===== src/rtl/mips_run_ctrl.sv =====
// Run controller for MIPS32 core bring-up: reset hold, run-cycle count, halt-based completion, watchdog.
// Optional post-halt drain phase enabled by defining HALT_DRAIN_EN.

module mips_run_lane (
  input  logic clk,
  input  logic reset,
  input  logic clr,
  input  logic en,
  input  logic halt,
  output logic halted,
  output logic seen
);
  always_ff @(posedge clk or posedge reset) begin
    if (reset)          halted <= 1'b0;
    else if (clr)       halted <= 1'b0;
    else if (en & halt) halted <= 1'b1;
  end

  // A halt arriving this cycle counts toward completion without waiting a cycle.
  assign seen = halted | halt;
endmodule

module mips_run_ctrl #(
  parameter int NUM_CH       = 1,
  parameter int RESET_CYCLES = 2,
  parameter int MAX_CYCLES   = 1000,
  parameter int CNT_W        = 32,
  parameter int DRAIN_CYCLES = 5
) (
  input  logic              clk,
  input  logic              reset,
  input  logic              start,
  input  logic [NUM_CH-1:0] halt_i,
  output logic [NUM_CH-1:0] core_reset,
  output logic [CNT_W-1:0]  cycle_count,
  output logic [NUM_CH-1:0] halted,
  output logic              busy,
  output logic              done,
  output logic              timeout
);
  localparam int HW = (RESET_CYCLES > 1) ? $clog2(RESET_CYCLES) : 1;
  localparam logic [HW-1:0]    HOLD_LAST = HW'(RESET_CYCLES - 1);
  localparam bit               WD_EN     = (MAX_CYCLES != 0);
  localparam logic [CNT_W-1:0] MAX_LAST  = CNT_W'(MAX_CYCLES - 1);

`ifdef HALT_DRAIN_EN
  localparam int DW = (DRAIN_CYCLES > 1) ? $clog2(DRAIN_CYCLES) : 1;
  localparam logic [DW-1:0] DRAIN_LAST = DW'((DRAIN_CYCLES > 0) ? DRAIN_CYCLES - 1 : 0);
  localparam bit            DRAIN_ON   = (DRAIN_CYCLES > 0);
  typedef enum logic [2:0] {S_IDLE, S_HOLD, S_RUN, S_DONE, S_TIMEOUT, S_DRAIN} state_t;
  logic [DW-1:0] drain_cnt;
`else
  typedef enum logic [2:0] {S_IDLE, S_HOLD, S_RUN, S_DONE, S_TIMEOUT} state_t;
`endif

  state_t            state;
  logic [HW-1:0]     hold_cnt;
  logic [NUM_CH-1:0] seen;
  logic              launch, run_en, all_halt;

  assign launch   = start & ((state == S_IDLE) | (state == S_DONE) | (state == S_TIMEOUT));
  assign run_en   = (state == S_RUN);
  assign all_halt = &seen;

  for (genvar i = 0; i < NUM_CH; i++) begin : g_lane
    mips_run_lane u_lane (
      .clk    (clk),
      .reset  (reset),
      .clr    (launch),
      .en     (run_en),
      .halt   (halt_i[i]),
      .halted (halted[i]),
      .seen   (seen[i])
    );
  end

  always_ff @(posedge clk or posedge reset) begin
    if (reset) begin
      state       <= S_IDLE;
      core_reset  <= '1;
      cycle_count <= '0;
      hold_cnt    <= '0;
      busy        <= 1'b0;
      done        <= 1'b0;
      timeout     <= 1'b0;
`ifdef HALT_DRAIN_EN
      drain_cnt   <= '0;
`endif
    end else begin
      case (state)
        S_IDLE, S_DONE, S_TIMEOUT: begin
          if (start) begin
            state       <= S_HOLD;
            core_reset  <= '1;
            cycle_count <= '0;
            hold_cnt    <= '0;
            busy        <= 1'b1;
            done        <= 1'b0;
            timeout     <= 1'b0;
          end
        end
        S_HOLD: begin
          hold_cnt <= hold_cnt + 1'b1;
          if (hold_cnt == HOLD_LAST) begin
            state      <= S_RUN;
            core_reset <= '0;
          end
        end
        S_RUN: begin
          cycle_count <= cycle_count + 1'b1;
          // Completion beats the watchdog when both land on the same cycle.
          if (all_halt) begin
`ifdef HALT_DRAIN_EN
            if (DRAIN_ON) begin
              state     <= S_DRAIN;
              drain_cnt <= '0;
            end else begin
              state <= S_DONE;
              done  <= 1'b1;
              busy  <= 1'b0;
            end
`else
            state <= S_DONE;
            done  <= 1'b1;
            busy  <= 1'b0;
`endif
          end else if (WD_EN && (cycle_count == MAX_LAST)) begin
            state      <= S_TIMEOUT;
            timeout    <= 1'b1;
            busy       <= 1'b0;
            core_reset <= '1;
          end
        end
`ifdef HALT_DRAIN_EN
        S_DRAIN: begin
          cycle_count <= cycle_count + 1'b1;
          drain_cnt   <= drain_cnt + 1'b1;
          if (drain_cnt == DRAIN_LAST) begin
            state <= S_DONE;
            done  <= 1'b1;
            busy  <= 1'b0;
          end
        end
`endif
        default: begin
          state      <= S_IDLE;
          core_reset <= '1;
          busy       <= 1'b0;
        end
      endcase
    end
  end
endmodule


===== config.mk =====
export PLATFORM = sky130hd
export DESIGN_NAME = mips_run_ctrl
export DESIGN_NICKNAME = d
export VERILOG_FILES = /design/src/rtl/mips_run_ctrl.sv
export SDC_FILE = /design/constraint.sdc
export NUM_CORES = 1
export LEC_CHECK = 0
export CELL_PAD_IN_SITES_DETAIL_PLACEMENT = 2
export CELL_PAD_IN_SITES_GLOBAL_PLACEMENT = 2
export CORE_MARGIN = 5
export CORE_UTILIZATION = 28
export CTS_CLUSTER_DIAMETER = 150
export CTS_CLUSTER_SIZE = 28
export DETAILED_ROUTE_END_ITERATION = 10
export GPL_TIMING_DRIVEN = 0
export PLACE_DENSITY_LB_ADDON = 0.1
export SYNTH_ARGS = -nofsm -noshare
export SYNTH_HDL_FRONTEND = slang
export SYNTH_SLANG_ARGS = --single-unit

===== constraint.sdc =====
create_clock -name clk -period 1.65 [get_ports clk]
set_input_delay 0.33 -clock clk [delete_from_list [all_inputs] [get_ports clk]]
set_output_delay 0.33 -clock clk [all_outputs]
set_load 0.005 [all_outputs]

=== Yosys cells after proc, flatten, opt, wreduce, memory -nomap -nowiden ===
Cells that the tools add are included.
W data, S select, Z words.

* Bits in latches: 0
* Bits in read-only memories: 0
* Bits of input ports: 4
* Memory bits (writable): 0
* Logic and storage cells: 61
* Output and inout port bits: 37
* Bits in registers: 41
* Memories kept: 0

* Bitwise logic cells: 6
* Shift operators: 0
* Add/sub/neg operators: 2
* Equality and inequality tests: 11
* Reduce and logical (&&, ||, !) cells: 12
* Muxes and demuxes: 22
* Div/mod/pow operators: 0
* Order comparisons: 0
* Multipliers: 0

{| class="wikitable"
|+ Operators by type and width
! operator !! number
|-
| $pmux W32 S2 || 1
|-
| $add A32 B1 Y32 const B || 1
|-
| $eq A32 B10 Y1 const B || 1
|-
| $mux W32 || 1
|-
| $mux W3 || 4
|-
| $mux W1 || 10
|-
| $ne A2 B2 Y1 const B || 5
|-
| $pmux W3 S3 || 1
|-
| $reduce_and A3 Y1 || 3
|-
| $reduce_and A4 Y1 || 2
|-
| $eq A3 B2 Y1 const B || 2
|-
| $pmux W1 S2 || 3
|-
| $pmux W1 S3 || 2
|-
| $reduce_bool A2 Y1 || 3
|-
| $reduce_and A2 Y1 || 2
|-
| $eq A3 B1 Y1 const B || 1
|-
| $eq A3 B3 Y1 const B || 1
|-
| $logic_not A3 Y1 || 1
|-
| $ne A3 B3 Y1 const B || 1
|-
| $or A1 B1 Y1 || 3
|-
| $reduce_or A3 Y1 || 1
|-
| $and A1 B1 Y1 || 2
|-
| $add A1 B1 Y1 const B || 1
|-
| $not A1 Y1 || 1
|}

=== Longest topological paths before layout ===
Gate-level depths: netlist of the first run.

* Depth after elaboration: 5
* Mapped depth: 7
* Gate-level depth less buffers: 5

=== By module ===
Synthesis of the first run repeated with hierarchy kept, for this count alone.

* Cell total of the unflattened synthesis: 233
* Area total of the unflattened synthesis: 2,212.1 um^2

{| class="wikitable"
|+ Modules (own cells, without submodules)
! module !! times used !! area each (um^2) !! cells an instance
|-
| mips_run_ctrl || 1 || 2,168.3 || 228
|-
| mips_run_lane || 1 || 43.8 || 5
|}

=== Least setup slack after synthesis of the first run ===
Ideal clock, no wire load.

* Path type: register to register
* Start: register cycle_count[15]
* End: register busy
* Cell stages (with the launch flop): 5
* Buffers on the path: 0
* Data arrival time: 1.634 ns
* Setup time: 0.120 ns
* Slack: -0.104 ns
* Period minus slack after synthesis: 1.754 ns
* Cells stage by stage: dfrtp_1 > or4_4 > nor4_4 > nand3_1 > a41o_1

* Word-level cells in the longest chain between the ends: 3

{| class="wikitable"
|+ Ends and longest elaborated chain
! element !! line !! source
|-
| start: declaration || 35 || <nowiki>output logic [CNT_W-1:0] cycle_count,</nowiki>
|-
| start signal: assignment || 110 || <nowiki>cycle_count <= cycle_count + 1'b1;</nowiki>
|-
| $eq A32 B10 Y1 || 127 || <nowiki>end else if (WD_EN && (cycle_count == MAX_LAST)) begin</nowiki>
|-
| $ne A3 B3 Y1 (no source line) || -- ||
|-
| $reduce_and A3 Y1 (no source line) || -- ||
|-
| end signal: assignment || 125 || <nowiki>busy <= 1'b0;</nowiki>
|-
| end signal: assignment || 130 || <nowiki>busy <= 1'b0;</nowiki>
|-
| end signal: assignment || 148 || <nowiki>busy <= 1'b0;</nowiki>
|-
| end: declaration || 37 || <nowiki>output logic busy,</nowiki>
|}

Every way passes these cells.
A chain may end at the register's enable or synchronous reset.

=== Worst setup path after layout of the first run ===
* Start: register state[1]
* End: register cycle_count[20]

* Word-level cells in the longest chain between the ends: 4
* Elaborated cells on any way between the ends: 9
* Those cells by class: 4 x eq/ne; 1 x mux; 4 x reduce/logical

{| class="wikitable"
|+ Ends and longest elaborated chain
! element !! line !! source
|-
| start: declaration || 56 || <nowiki>state_t state;</nowiki>
|-
| start signal: assignment || 79 || <nowiki>state <= S_IDLE;</nowiki>
|-
| start signal: assignment || 93 || <nowiki>state <= S_HOLD;</nowiki>
|-
| start signal: assignment || 105 || <nowiki>state <= S_RUN;</nowiki>
|-
| $eq A3 B2 Y1 (tied with other cells) || 90 || <nowiki>case (state)</nowiki>
|-
| $reduce_or A3 Y1 || 90 ||
|-
| $ne A2 B2 Y1 (no source line) / $reduce_bool A2 Y1 (equally long branches) || -- ||
|-
| $reduce_and A2 Y1 (no source line) || -- ||
|}

Several ways; a longest one is shown, not always the timed one.

==> results of run 1 <==
## power by group
| group | total, mW | internal (mW) | switching [mW] |
|---|---|---|---|
| Sequential | 1.30 | 1.14 | 0.155 |
| Clock | 0.766 | 0.379 | 0.387 |
| Combinational | 1.45 | 0.665 | 0.783 |
## state kept, by name, indices dropped and copies added, names as in the netlist
register	count
cycle_count	32
state	3
busy	1
core_reset	1
done	1
g_lane.u_lane.halted	1
hold_cnt	1
timeout	1
## cells in the mapped netlist (2+ instances only)
cell / n / area, sq um
nand3_1: 23 / 115.1
mux2i_1: 6 / 60.06
a211oi_1: 2 / 15.01
or4_1: 2 / 15.01
buf_2: 5 / 25.02
nor4_1: 4 / 25.02
inv_1: 7 / 26.28
nor3_2: 2 / 20.02
a41oi_1: 2 / 17.52
a31oi_1: 4 / 25.02
and3_1: 5 / 31.28
clkbuf_1: 3 / 11.26
o31ai_1: 9 / 67.56
o211ai_1: 10 / 75.07
nor3_1: 5 / 25.02
dfrtp_1: 40 / 1001
nor2_1: 13 / 48.80
a21oi_1: 8 / 40.04
o21ai_0: 24 / 120.1
nand4_1: 10 / 62.56
nand2_1: 28 / 105.1
## cell type report
class	count	share of cell area (%)
Timing Repair Buffer	78	21.67
Tap cell	102	3.684
Buffer	6	1.517
Clock inverter	1	0.1445
Multi-Input combinational cell	176	38.93
Inverter	7	0.7584
Sequential cell	41	30.52
Clock buffer	7	2.781
## how the worst max path moves through the flow
stage | startpoint | endpoint | slack [ns] | depth (start not counted)
after global routing | cycle_count[15]$_DFFE_PP0P_ | core_reset$_DFFE_PP1P_ | -0.29 | 5
after CTS | cycle_count[15]$_DFFE_PP0P_ | core_reset$_DFFE_PP1P_ | -0.19 | 5
final | state[1]$_DFFE_PP0P_ | cycle_count[20]$_DFFE_PP0P_ | -0.22 | 5
after global placement | reset | cycle_count[15]$_DFFE_PP0P_ | -0.87 | 2
after floorplan | state[2]$_DFFE_PP0P_ | cycle_count[27]$_DFFE_PP0P_ | -0.04 | 6
after detailed placement | start | cycle_count[2]$_DFFE_PP0P_ | -0.67 | 6
## metrics by stage
stage	cells	total power, mW	hold slack (ns)	util [%]	setup TNS (ns)
floorplan	232	1.896	0.4683	-	-0.2596
global placement	374	2.324	0.4699	35.58	-42.89
detailed placement	375	2.343	0.4795	35.84	-13.84
CTS	406	3.379	0.3757	41.38	-2.585
global route	418	3.748	0.4086	45.54	-5.558
finish	418	3.514	0.3680	45.54	-3.237
## logic make-up (layout without fill, tap and decap cells)
group                    after synthesis  count (layout)  share of synthesized area [%]
adder cells (fa/ha/maj)                1               1                         0.5816
AO/OA/AOI/OAI                         66              66                          19.37
multiplexers                           7               7                          3.316
AND/OR/NAND/NOR                      102             102                          26.06
flip-flops                            41              41                          47.76
buffers and inverters                 15              99                          2.909
## what timing repair did
item	CTS	global route
endpoints found under the setup margin	52	51
setup buffers	23	13
gates resized for setup	53	69
cloned	0	1
pin swaps	14	23
## routing by layer
metal / part of all wire, % / track usage (%)
met1: 43 / 20.68
met2: 53 / 28.78
met3: 2.8 / 3.159
met4: 1.2 / 4.260
met5: 0 / 0
## critical path, cell delays in order (launching register included)
cell	delay (ns)
dfrtp_1	0.43
or3b_4	0.46
nor2_4	0.26
nand3_4	0.17
o311ai_4	0.32
o41ai_2	0.12
==> impl_metrics.csv, run 1 <==
group,metric,value,unit
route,drt-total-wl,8495,um
floorplanning,die_height,97.65,um
global_routing,grtUsageTotal,16.44,%
synthesis,yosysWarnings,0,
finish,fillCellCount,794,
floorplanning,core,0.007607,sq mm
flow_run,max_cap_violations,0,
synthesis,synthArstFlopShare,100.0,%
worst_setup_path,path_class,"reg2reg",
clock_tree,cts.sinks,41,
clock_tree,cts_tree,"yes",
finish,nets,320,
placement,gp_congestion,0.7222,
floorplanning,start_util,28.27,%
synthesis,syn_avg_cell_area,9.271,sq um
floorplanning,die_w,97.65,um
timing,fin_worst_skew,0.005058,ns
placement,post-place-ws,-0.6653,ns
synthesis,syn_area,0.002151,sq mm
placement,portBuffers,40,
placement,dp_hpwl,5075,um
route,drtIter0Drc,54,
timing,finalHoldViolCount,0,
finish,n_antenna_cell,0,
clock_tree,clock_latency,0.30,ns
clock_tree,cts_root_buffer,"clkbuf_8",
worst_hold_path,min_path_type,"in2async",
worst_setup_path,worst_setup_path_end_kind,"flop",
pwr,power_density,1014,mW/mm^2
finish,synthToLayoutAreaGrowth,61.08,%
global_routing,grt_start_max_net_pins,24,
global_routing,grt_overflow,0,
timing,min_period_over_period,113.6,%
floorplanning,ios,41,
clock_tree,clock_path_buffers,2,
worst_setup_path,reg2reg_from,"state[1]$_DFFE_PP0P_",
finish,final_layout_size_suffix_gt1_share,40.51,%
finish,final_common_cell,"buf_4",
finish,multiInputGateArea,0.001349,sq mm
worst_setup_path,cp_max_fo,6,
timing,rsz0062_at_grt,"yes",
timing,fin_ws,-0.2237,ns
finish,design_area,0.003465,sq mm
clock_tree,clkTransAtPathRegs,0.08,ns
timing,final.min_clock_period,1.874,ns
outcome,violations,"setup timing",
route,first_pass_iters,4,
pwr,ir_drop,0.0004316,V
timing,slew_headroom,67.17,%
floorplanning,die_area,0.009535,sq mm
route,vias,2256,
synthesis,synthFlopType,"dfrtp_1",
timing,timing.fmax,0.5337,GHz
clock_tree,cts_max_level,2,
route,drc,0,
clock_tree,holdBufCountCts,0,
worst_setup_path,reg2regPathDepth,5,
synthesis,synth_seq_area_share,47.76,%
synthesis,synth_fp_nets,237,
route,routed_via_density,5.397,
global_routing,antenna_found_initial,0,
clock_tree,cts_made_buffers,5,
route,postRouteAntennaNets,0,
global_routing,grt_pass1_wl,12750,um
worst_setup_path,cp-start-kind,"flop",
pwr,power.leakage,1.530,nW
timing,drv_slew,0,
synthesis,yosysUniqueCellTypes,41,
synthesis,yosys_register_bits,41,
synthesis,synth_edf_count,0,
timing,tightest_slew,0.4917,ns
finish,final_cell_mix,"31 x buf_4, 29 x clkdlybuf4s50_1, 26 x nand2_1",
floorplanning,rows,32,
worst_setup_path,reg2reg_setup_slack,-0.22,ns
worst_setup_path,r2r-end,"cycle_count[20]$_DFFE_PP0P_",
worst_setup_path,required,1.83,ns
synthesis,netlist_instances,232,
placement,place_area,0.002726,sq mm
worst_setup_path,worstPathArrival,2.05,ns
global_routing,grt_pass1_vias,2413,
route,wire_per_inst,20.32,um
timing,setup_viol,28,
outcome,outcome,"finished with violations",
finish,regArea,0.001057,sq mm
No activity file was read; power rests on OpenSTA's default activity.
==> run 2, diff against run 1 <==
--- a/config.mk
+++ b/config.mk
@@ -14,6 +14,7 @@
 export DETAILED_ROUTE_END_ITERATION = 10
 export GPL_TIMING_DRIVEN = 0
 export PLACE_DENSITY_LB_ADDON = 0.1
+export REMOVE_ABC_BUFFERS = 1
 export SYNTH_ARGS = -nofsm -noshare
 export SYNTH_HDL_FRONTEND = slang
 export SYNTH_SLANG_ARGS = --single-unit
==> run 2 against run 1 <==
Net effect:
- the run still ends with setup timing left
- design area is 0.87% higher
- critical path depth is 2 higher
- first-iteration DRC count is 35% lower
- sequential cell count stayed put
==> impl_metrics.csv, run 2 (synthesis gave the netlist of run 1 again) <==
group,metric,value,unit
pwr,power_density,998.2,mW/mm^2
worst_setup_path,worstPathArrival,2.01,ns
finish,final_common_cell,"clkdlybuf4s50_1",
finish,final_cell_mix,"33 x clkdlybuf4s50_1, 31 x buf_4, 27 x nand2_1",
clock_tree,cts_made_buffers,5,
finish,final_cells,420,
clock_tree,cts_root_buffer,"clkbuf_8",
pwr,p_comb_share,42.9,%
timing,finalHoldViolCount,0,
finish,reg_top3,"cycle_count (32), state (3)",
timing,tightest_slew,0.4715,ns
outcome,violations,"setup timing",
worst_setup_path,required,1.83,ns
pwr,swShare,37.45,%
finish,largest_register_ffs,32,
pwr,seqPwrFrac,37.2,%
pwr,ir_drop,0.0006739,V
global_routing,grt_start_max_net_pins,32,
clock_tree,cts_max_level,2,
clock_tree,cts.sinks,41,
timing,min_period_over_period,110.9,%
timing,fin_worst_skew,0.004856,ns
floorplanning,die_height,97.65,um
route,drt-total-wl,7813,um
worst_setup_path,path_class,"reg2reg",
clock_tree,clock_path_buffers,2,
placement,portBuffers,40,
global_routing,grt_pass1_vias,2463,
timing,drv_slew,0,
route,vias,2232,
worst_setup_path,cp-start-kind,"flop",
outcome,outcome,"finished with violations",
placement,dp_hpwl,4675,um
finish,final_layout_size_suffix_gt1_share,40.88,%
floorplanning,die_w,97.65,um
route,drc,0,
global_routing,grt_pass1_wl,12770,um
floorplanning,start_util,28.27,%
finish,nets,323,
floorplanning,rows,32,
route,drtIter0Drc,35,
pwr,p_clk_share,19.9,%
finish,synthToLayoutAreaGrowth,62.48,%
route,first_pass_iters,4,
finish,fillCellCount,796,
floorplanning,die_area,0.009535,sq mm
pwr,power.leakage,1.416,nW
clock_tree,clock_latency,0.29,ns
floorplanning,core,0.007607,sq mm
timing,rsz0062_at_grt,"yes",
global_routing,grt_overflow,0,
worst_hold_path,min_path_type,"in2async",
placement,gp_congestion,0.7324,
floorplanning,ios,41,
route,wire_per_inst,18.60,um
timing,timing.fmax,0.5465,GHz
finish,final_util,45.94,%
timing,final.min_clock_period,1.830,ns
global_routing,antenna_found_initial,0,
route,routed_via_density,5.314,
timing,slew_headroom,68.45,%
worst_setup_path,cp_max_fo,4,
finish,n_antenna_cell,0,
timing,setup_viol,25,
pwr,power.internal,2.182,mW
pwr,p_total,3.488,mW
global_routing,grtUsageTotal,16.24,%
flow_run,max_cap_violations,0,
worst_setup_path,worst_setup_path_end_kind,"flop",
clock_tree,cts_tree,"yes",
pwr,p_sw,1.306,mW
clock_tree,holdBufCountCts,0,
route,postRouteAntennaNets,0,
timing,fin_ws,-0.1799,ns
finish,largest-register,"cycle_count",
placement,dp.cells,367,
clock_tree,clkTransAtPathRegs,0.08,ns
## run 2: path summary, 6_finish.rpt
path	startpoint	to	slack [ns]	cells past startpoint
worst max-delay path	state[2]$_DFFE_PP0P_	cycle_count[22]$_DFFE_PP0P_	-0.18	7
worst min-delay path	reset	cycle_count[17]$_DFFE_PP0P_	0.29	2
worst max register to register	state[2]$_DFFE_PP0P_	cycle_count[22]$_DFFE_PP0P_	-0.18	7
worst min register to register	core_reset$_DFFE_PP1P_	core_reset$_DFFE_PP1P_	0.48	2
max in group asynchronous	reset	core_reset$_DFFE_PP1P_	0.83	3
min in group clk	core_reset$_DFFE_PP1P_	core_reset$_DFFE_PP1P_	0.48	2
## run 2: routing by layer
layer  global-route usage [%]  part of all wire, %  up-vias
met3                    2.943                  3.0        7
met5                        0                    0        -
met2                    29.26                   52       32
met4                    3.514                  1.0        0
li1                         -                    -     1058
met1                    20.12                   44     1135
## run 2: power groups by stage
stage               Clock [mW]  Combinational (mW)  Sequential [mW]
global route             0.769                1.65             1.33
finish                   0.693                1.50             1.30
CTS                      0.717                1.30             1.29
global placement             0               0.919             1.35
floorplan                    0               0.552             1.31
detailed placement           0               0.939             1.35
## run 2: stage by stage
step | hold WS [ns] | TNS [ns] | area (sq um) | setup slack (ns)
floorplan | 0.4683 | -1.965 | 2115 | -0.2870
global placement | 0.4723 | -47.00 | 2643 | -0.7034
detailed placement | 0.4787 | -20.38 | 2663 | -0.7199
CTS | 0.2915 | -2.327 | 3273 | -0.1982
global route | 0.3082 | -4.749 | 3495 | -0.2643
finish | 0.2856 | -2.546 | 3495 | -0.1799
## run 2: area by class of cell
cell class | instances | area, sq um | area share [%]
clock buffer | 7 | 86.33 | 2.470
inverter | 7 | 26.28 | 0.7519
tap | 102 | 127.6 | 3.652
timing repair buffer | 87 | 840.8 | 24.06
multi-input combinational | 176 | 1355 | 38.78
sequential | 41 | 1059 | 30.29
## run 2: repair_timing
action | in CTS | in global routing
pin swaps | 23 | 18
endpoints found under the setup margin | 47 | 48
buffers inserted | 36 | 10
gates resized for setup | 72 | 47
## run 2: worst max-delay path, cell delays in order (launching register included)
cell and delay (ns):
dfrtp_2 0.42, or3b_4 0.45, nor2_4 0.15, buf_6 0.14, buf_6 0.10, and3_4 0.20
nand4_1 0.11, mux2i_1 0.14
==> run 3, diff against run 2 <==
--- a/config.mk
+++ b/config.mk
@@ -9,6 +9,7 @@
 export CELL_PAD_IN_SITES_GLOBAL_PLACEMENT = 2
 export CORE_MARGIN = 5
 export CORE_UTILIZATION = 28
+export CTS_BUF_LIST = sky130_fd_sc_hd__clkbuf_16
 export CTS_CLUSTER_DIAMETER = 150
 export CTS_CLUSTER_SIZE = 28
 export DETAILED_ROUTE_END_ITERATION = 10
==> run 3 against run 2 <==
Net effect:
- the flow still finishes with violations (setup timing)
- first-iteration DRC count did not move
- critical path depth is 2 lower
- wire length up 17%
- combinational power grew 19%
- critical path type unchanged
- worst setup slack got worse by 0.031 ns
- sequential cell count unchanged
- design area increased by 2.9%
- highest routed layer unchanged
==> impl_metrics.csv, run 3 (synthesis gave the netlist of run 1 again) <==
group,metric,value,unit
floorplanning,die_area,0.009535,sq mm
route,wire_per_inst,21.41,um
finish,synthToLayoutAreaGrowth,67.13,%
placement,dp_hpwl,4675,um
floorplanning,rows,32,
timing,min_period_over_period,112.8,%
worst_setup_path,worstPathArrival,2.06,ns
timing,tightest_slew,0.5131,ns
finish,nets,329,
placement,portBuffers,40,
worst_hold_path,min_path_type,"in2async",
timing,final.min_clock_period,1.861,ns
worst_setup_path,r2r-end,"state[2]$_DFFE_PP0P_",
route,drc,0,
worst_setup_path,path_class,"reg2reg",
worst_setup_path,worst_setup_path_end_kind,"flop",
worst_setup_path,cpLargestDelayFamily,"simple AND/OR/NAND/NOR gates",
clock_tree,cts.sinks,41,
global_routing,grt_pass1_wl,13480,um
global_routing,grt_overflow,0,
timing,finalSetupTns,-3.767,ns
clock_tree,cts_tree,"yes",
finish,final_util,47.25,%
finish,final_common_cell,"buf_4",
pwr,ir_drop,0.0008014,V
route,drtIter0Drc,35,
worst_setup_path,reg2reg_setup_slack,-0.21,ns
timing,fin_ws,-0.2107,ns
finish,final_layout_size_suffix_gt1_share,37.96,%
worst_setup_path,max_stage_delay,0.56,ns
worst_setup_path,cp_max_fo,7,
floorplanning,die_w,97.65,um
timing,finalHoldViolCount,0,
outcome,violations,"setup timing",
finish,final_cells,426,
clock_tree,cts_max_level,2,
finish,n_antenna_cell,0,
clock_tree,clkTransAtPathRegs,0.06,ns
clock_tree,cts_root_buffer,"clkbuf_16",
timing,timing.fmax,0.5374,GHz
worst_setup_path,reg2regPathDepth,5,
timing,slew_headroom,65.80,%
floorplanning,die_height,97.65,um
finish,reg_top3,"cycle_count (32), state (3)",
route,postRouteAntennaNets,0,
clock_tree,clock_path_buffers,2,
route,routed_via_density,5.383,
finish,final_cell_mix,"35 x buf_4, 34 x clkdlybuf4s50_1, 27 x nand2_1",
route,drt-total-wl,9120,um
clock_tree,cts_made_buffers,5,
floorplanning,ios,41,
finish,largest_register_ffs,32,
finish,largest-register,"cycle_count",
worst_setup_path,cp.depth,5,
worst_setup_path,reg2reg_from,"cycle_count[12]$_DFFE_PP0P_",
route,vias,2293,
floorplanning,core,0.007607,sq mm
worst_setup_path,required,1.85,ns
global_routing,grt_start_max_net_pins,32,
timing,drv_slew,0,
flow_run,max_cap_violations,0,
floorplanning,start_util,28.27,%
timing,rsz0062_at_grt,"yes",
placement,post-place-ws,-0.7199,ns
placement,dp.cells,367,
global_routing,antenna_found_initial,0,
worst_setup_path,cp-start-kind,"flop",
timing,setup_viol,34,
pwr,power_density,1128,mW/mm^2
worst_setup_path,crit_buf_inv,1,
global_routing,grtUsageTotal,17.46,%
timing,fin_worst_skew,0.006196,ns
global_routing,grt_pass1_vias,2475,
worst_setup_path,slowest_stage,"or4_4",
outcome,outcome,"finished with violations",
worst_setup_path,path_cells,"or4_4 -> nor4_4 -> buf_4 -> a41oi_2 -> a21oi_1",
pwr,power.leakage,1.524,nW
route,first_pass_iters,4,
clock_tree,clock_latency,0.29,ns
placement,gp_congestion,0.7324,
-- run 3: what timing repair did --
action,CTS,global route
hold buffers,0,0
hold endpoints to repair,0,0
pin swaps,25,17
setup buffers,35,16
setup endpoints to repair,44,49
gates cloned,1,1
resized for setup,69,40
-- run 3: per-layer routing --
layer  share of wire, %  track usage, %  vias to the layer above  wire length [um]
met3                2.7           3.087                       12               243
met4                1.9           4.153                        0               175
met5                  0               0                        -                 0
li1                   -               -                     1061                 -
met2                 52           30.68                       39              4771
met1                 43           22.18                     1181              3930
-- run 3: report_power, final --
part	leakage (nW)	switching (mW)	total, mW	internal [mW]
logic	0.930	0.954	1.78	0.831
clock network	0.0685	0.404	0.946	0.542
registers	0.526	0.177	1.33	1.15
-- run 3: worst max-delay path by stage --
stage,slack (ns),to,startpoint
final,-0.21,state[2]$_DFFE_PP0P_,cycle_count[12]$_DFFE_PP0P_
after global routing,-0.31,state[2]$_DFFE_PP0P_,cycle_count[12]$_DFFE_PP0P_
after CTS,-0.19,core_reset$_DFFE_PP1P_,cycle_count[16]$_DFFE_PP0P_
after detailed placement,-0.72,cycle_count[23]$_DFFE_PP0P_,state[1]$_DFFE_PP0P_
after global placement,-0.70,cycle_count[23]$_DFFE_PP0P_,state[1]$_DFFE_PP0P_
after floorplan,-0.29,cycle_count[23]$_DFFE_PP0P_,state[0]$_DFFE_PP0P_
-- run 3: stage by stage --
step / hold slack [ns] / area [sq um] / power, mW
6_report: 0.2964 / 3595 / 4.056
5_1_grt: 0.3351 / 3595 / 4.264
4_1_cts: 0.3111 / 3332 / 3.712
3_5_place_dp: 0.4787 / 2663 / 2.288
3_3_place_gp: 0.4723 / 2643 / 2.267
2_1_floorplan: 0.4683 / 2115 / 1.860
-- run 3: final cells by class --
class | instances | area (sq um)
Fill cell | 806 | 4013
Tap cell | 102 | 127.6
Clock buffer | 5 | 125.1
Timing Repair Buffer | 91 | 889.6
Multi-Input combinational cell | 178 | 1368
Inverter | 7 | 26.28
Clock inverter | 2 | 7.507
Sequential cell | 41 | 1051
